==> src/rtl/sopc_sysid_regs.sv <==
// System-ID / housekeeping Avalon-MM slave: ID and timestamp words, 64-bit uptime
// counter with atomic LO/HI snapshot, control register, lockable byte-writable scratch.
module sopc_sysid_regs #(
  parameter logic [31:0] SYS_ID        = 32'h5A30268C,
  parameter logic [31:0] TIMESTAMP     = 32'h0,
  parameter int          NUM_SCRATCH   = 4,
  parameter int          READ_LATENCY  = 1,
  // Value the uptime counter takes in reset; left at zero outside wrap-corner simulation.
  parameter logic [63:0] UPTIME_PRESET = 64'h0
) (
  input  logic        clock,
  input  logic        reset,
  input  logic [3:0]  address,
  input  logic        read,
  input  logic        write,
  input  logic [31:0] writedata,
  input  logic [3:0]  byteenable,
  output logic [31:0] readdata,
  output logic        readdatavalid
);

  localparam logic [3:0] ADDR_ID        = 4'd0;
  localparam logic [3:0] ADDR_TIMESTAMP = 4'd1;
  localparam logic [3:0] ADDR_UP_LO     = 4'd2;
  localparam logic [3:0] ADDR_UP_HI     = 4'd3;
  localparam logic [3:0] ADDR_CONTROL   = 4'd4;

  logic [63:0] counter_reg;
  logic [31:0] shadow_reg;
  logic        en_reg;
  logic        lock_reg;
  logic [31:0] scratch_word [8];
  logic [31:0] rd_data_next;

  logic ctrl_wr;
  logic clr_pulse;

  assign ctrl_wr   = write && (address == ADDR_CONTROL);
  assign clr_pulse = ctrl_wr && byteenable[0] && writedata[1];

  // CLR wins over increment; EN updates take effect from the following edge.
  always_ff @(posedge clock) begin
    if (reset) begin
      counter_reg <= UPTIME_PRESET;
    end else if (clr_pulse) begin
      counter_reg <= 64'h0;
    end else if (en_reg) begin
      counter_reg <= counter_reg + 64'd1;
    end
  end

  always_ff @(posedge clock) begin
    if (reset) begin
      en_reg   <= 1'b1;
      lock_reg <= 1'b0;
    end else begin
      if (ctrl_wr && byteenable[0]) en_reg <= writedata[0];
      if (ctrl_wr && byteenable[1] && writedata[8]) lock_reg <= 1'b1;
    end
  end

  // High half is captured from the same sample that the LO read returns.
  always_ff @(posedge clock) begin
    if (reset) begin
      shadow_reg <= 32'h0;
    end else if (read && (address == ADDR_UP_LO)) begin
      shadow_reg <= counter_reg[63:32];
    end
  end

  genvar gi;
  generate
    for (gi = 0; gi < 8; gi++) begin : g_scratch
      if (gi < NUM_SCRATCH) begin : g_used
        logic [31:0] scratch_reg;
        logic        scratch_we;

        assign scratch_we = write && !lock_reg && (address == {1'b1, 3'(gi)});

        always_ff @(posedge clock) begin
          if (reset) begin
            scratch_reg <= 32'h0;
          end else if (scratch_we) begin
            for (int b = 0; b < 4; b++) begin
              if (byteenable[b]) scratch_reg[8*b +: 8] <= writedata[8*b +: 8];
            end
          end
        end

        assign scratch_word[gi] = scratch_reg;
      end else begin : g_unused
        assign scratch_word[gi] = 32'h0;
      end
    end
  endgenerate

  always_comb begin
    rd_data_next = 32'h0;
    if (address[3]) begin
      rd_data_next = scratch_word[address[2:0]];
    end else begin
      case (address)
        ADDR_ID:        rd_data_next = SYS_ID;
        ADDR_TIMESTAMP: rd_data_next = TIMESTAMP;
        ADDR_UP_LO:     rd_data_next = counter_reg[31:0];
        ADDR_UP_HI:     rd_data_next = shadow_reg;
        ADDR_CONTROL:   rd_data_next = {23'h0, lock_reg, 7'h0, en_reg};
        default:        rd_data_next = 32'h0;
      endcase
    end
  end

  // Data stages only advance behind a valid, so readdata holds between pulses.
  logic [31:0]             pipe_data_reg [READ_LATENCY];
  logic [READ_LATENCY-1:0] pipe_valid_reg;

  always_ff @(posedge clock) begin
    if (reset) begin
      pipe_valid_reg <= '0;
      for (int i = 0; i < READ_LATENCY; i++) pipe_data_reg[i] <= 32'h0;
    end else begin
      pipe_valid_reg[0] <= read;
      if (read) pipe_data_reg[0] <= rd_data_next;
      for (int i = 1; i < READ_LATENCY; i++) begin
        pipe_valid_reg[i] <= pipe_valid_reg[i-1];
        if (pipe_valid_reg[i-1]) pipe_data_reg[i] <= pipe_data_reg[i-1];
      end
    end
  end

  assign readdata      = pipe_data_reg[READ_LATENCY-1];
  assign readdatavalid = pipe_valid_reg[READ_LATENCY-1];

endmodule

==> config.mk <==
export PLATFORM = sky130hd
export DESIGN_NAME = sopc_sysid_regs
export DESIGN_NICKNAME = d
export VERILOG_FILES = /design/src/rtl/sopc_sysid_regs.sv
export SDC_FILE = /design/constraint.sdc
export NUM_CORES = 1
export LEC_CHECK = 0
export ABC_AREA = 1
export CAP_MARGIN = 20
export CORE_ASPECT_RATIO = 1.5
export CORE_MARGIN = 5
export CORE_UTILIZATION = 38
export DETAILED_ROUTE_END_ITERATION = 8
export GPL_TIMING_DRIVEN = 0
export PLACE_DENSITY = 0.52
export SLEW_MARGIN = 0
export SYNTH_ARGS = -nofsm -noshare
export SYNTH_HDL_FRONTEND = slang
export SYNTH_SLANG_ARGS = --single-unit
export TNS_END_PERCENT = 10
==> constraint.sdc <==
create_clock -name clock -period 7.9 [get_ports clock]
set_input_delay 2.37 -clock clock [delete_from_list [all_inputs] [get_ports clock]]
set_output_delay 2.37 -clock clock [all_outputs]
set_load 0.02 [all_outputs]
==> results.toml, run 1 <==
[synth]
synth_nets = 1669
syn_area_per_cell_um2 = 7.27
synth_warnings = 0
yosysTopAreaCell = "dfxtp_1"
ys_seq_area_frac = 0.466
synth_area_um2 = 11800
synth-seq-cells = 259
ys_types = 33
synth.area.top_cells = "dfxtp_1, a21oi_1, edfxtp_1, nor2_1, nand2_1"
syn_inst = 1624
netlist.area_leader.share = 0.385

[timing]
hold_viol_final = 0
tightest_slew_ns = 0.883
min_period_ns = 4.74
final-max-slew-violation-count = 0
fmaxAchievable_mhz = 211
fin_setup_tns_ns = 0
rsz0062_at_grt = "false"
setup_violations = 0
fin_crit_sh = 0.600
max_slew_margin = 0.410
fin_worst_skew_ns = 0.0186

[clock_tree]
clk_pin_slew_ns = 0.06
cts_tree = "built"
ctsHoldBuffers = 0
root_buffer = "clkbuf_16"
cts_buffers = 28
numClockSinks = 259
htree_num_levels = 1
clock_latency_ns = 0.56
ctsLongestPathBuffers = 3
cts-resized-gates = 0
cts_setup_buffers = 0

[route]
drtIter0Drc = 745
via_per_inst = 5.17
vias = 11100
firstDrtPassIters = 7
wl_per_cell_um = 20.1
ant_nets = 0
drt-total-wl_um = 43300
remaining_drc_errors = 0

[pwr]
leakagePower_uw = 0.00468
p_per_area_nw_per_um2 = 208
peakVddDrop_v = 0.000120

[setup_path]
worstSetupEndpointType = "flip-flop"
cp.required_ns = 8.32
r2r_cells = 7
critPathArrivalTime_ns = 5.15
cp_max_fo = 10
cp-start-kind = "input port"
crit_type = "in2reg"
r2r_slack_ns = 5.70

[final_layout]
largest_reg_flops = 128
antenna_cells = 0
mostFrequentLayoutCells = "nor2_1, nand2_1, dfxtp_1, a21oi_1, inv_1"
areaGrowthSynthToFinish_pct = 18.6
nets = 1773
final_common_cell = "nor2_1"
final_layout_size_suffix_gt1_frac = 0.0457
fin_cells = 2154

[run]
maxCapViolCount = 0

[floorplan]
rows = 79
dieArea_um2 = 34800
die_h_um = 226
start_util = 0.383
die_w_um = 154
io_pins = 77
coreArea_um2 = 30800

[placement]
place_inst = 2103
gp_congestion = 0.940
io_buffers = 74
dp_hpwl_um = 33500

[global_route]
grt_pass1_wl_um = 65100
grt_pass1_vias = 10800
overflow = 0
antenna_found_initial = 0
grt_usage = 0.244
grt_max_degree = 33

[min_path]
holdPathStages = 2
hold_class = "reg2reg"

[run_status]
status = "completed"
## cell families after synthesis
family | Yosys count | synth area share
buffers and inverters | 279 | 0.0930
XOR/XNOR | 15 | 0.0111
AO/OA/AOI/OAI | 466 | 0.213
AND/OR/NAND/NOR | 604 | 0.216
flip-flops | 259 | 0.466
adder cells (fa/ha/maj) | 1 | 0.00106
## path summary, 6_finish.rpt
path / from / endpoint
max: address[2] / shadow_reg[12]$_SDFFE_PP0P_
min: g_scratch[1].g_used.scratch_reg[3]$_SDFFE_PP0P_ / g_scratch[1].g_used.scratch_reg[3]$_SDFFE_PP0P_
max reg2reg: counter_reg[8]$_SDFFE_PP0P_ / counter_reg[17]$_SDFFE_PP0P_
min reg2reg: g_scratch[1].g_used.scratch_reg[3]$_SDFFE_PP0P_ / g_scratch[1].g_used.scratch_reg[3]$_SDFFE_PP0P_
## cell usage after synthesis, drive strengths merged
library cell and count:
nor2 253, nand2 250, dfxtp 227, a21oi 207
inv 207, o21ai 180, a22oi 62, nand3 52
clkbuf 47, edfxtp 32, buf 25, nand4 19
nor3 15, o22ai 15, xor2 11, xnor2 4
nor3b 3, nor4 3, or2 3, and3 2
nand3b 2, a41oi 1, and2 1, ha 1
nor2b 1, o31ai 1
## worst max-delay path, cell delays in order
cell             delay, ns
clkdlybuf4s50_1       0.55
nor2_1                0.33
nand2_1               0.34
inv_2                 0.32
nand2_1               0.37
clkbuf_1              0.31
o21ai_0               0.47
a21oi_1               0.07
## metrics by stage
stage,setup slack [ns],hold slack [ns],area (µm²),total power (µW),util
floorplan,3.70,0.423,11800,1480,-
global placement,2.43,0.432,13100,1580,0.423
detailed placement,2.59,0.436,13100,1580,0.423
CTS,3.18,0.446,14000,2940,0.454
global route,3.10,0.460,14000,3010,0.454
finish,3.16,0.445,14000,2920,0.454
## final cells by class
cell class / count / area [µm²]
fill: 3217 / 16800
sequential: 259 / 5510
multi-input combinational: 1086 / 5210
clock buffer: 45 / 866
inverter: 207 / 777
timing repair buffer: 74 / 741
tap: 405 / 507
buffer: 72 / 322
clock inverter: 6 / 80.1
## power breakdown
group	internal, µW	total [µW]	leakage (µW)	switching (µW)
logic	60.6	192	0.00202	132
clock network	810	1360	0.000468	554
registers	1350	1360	0.00219	9.68
total	2220	2920	0.00468	696
## layer usage
| layer | part of all wire | track usage |
|---|---|---|
| met3 | 0.045 | 0.0295 |
| met4 | 0.052 | 0.115 |
| met2 | 0.53 | 0.465 |
| met5 | 0 | 0 |
| met1 | 0.38 | 0.266 |
No activity file was read; power rests on OpenSTA's default activity.
==> run 2, diff against run 1 <==
==> constraint.sdc (replaced) <==
create_clock -name clock -period 4.4 [get_ports clock]
set_input_delay 1.32 -clock clock [delete_from_list [all_inputs] [get_ports clock]]
set_output_delay 1.32 -clock clock [all_outputs]
set_load 0.02 [all_outputs]
==> results of run 2 <==
Same layout as run 1 (identical final DEF). Status: completed.
Main changes from that run: setup slack after placement 2.59 ns -> 0.140 ns; setup slack after layout 3.16 ns -> 0.712 ns; register-to-register setup slack 5.70 ns -> 2.20 ns; total power 2920 µW -> 5240 µW; worst IR drop on VDD 0.000120 V -> 0.000215 V
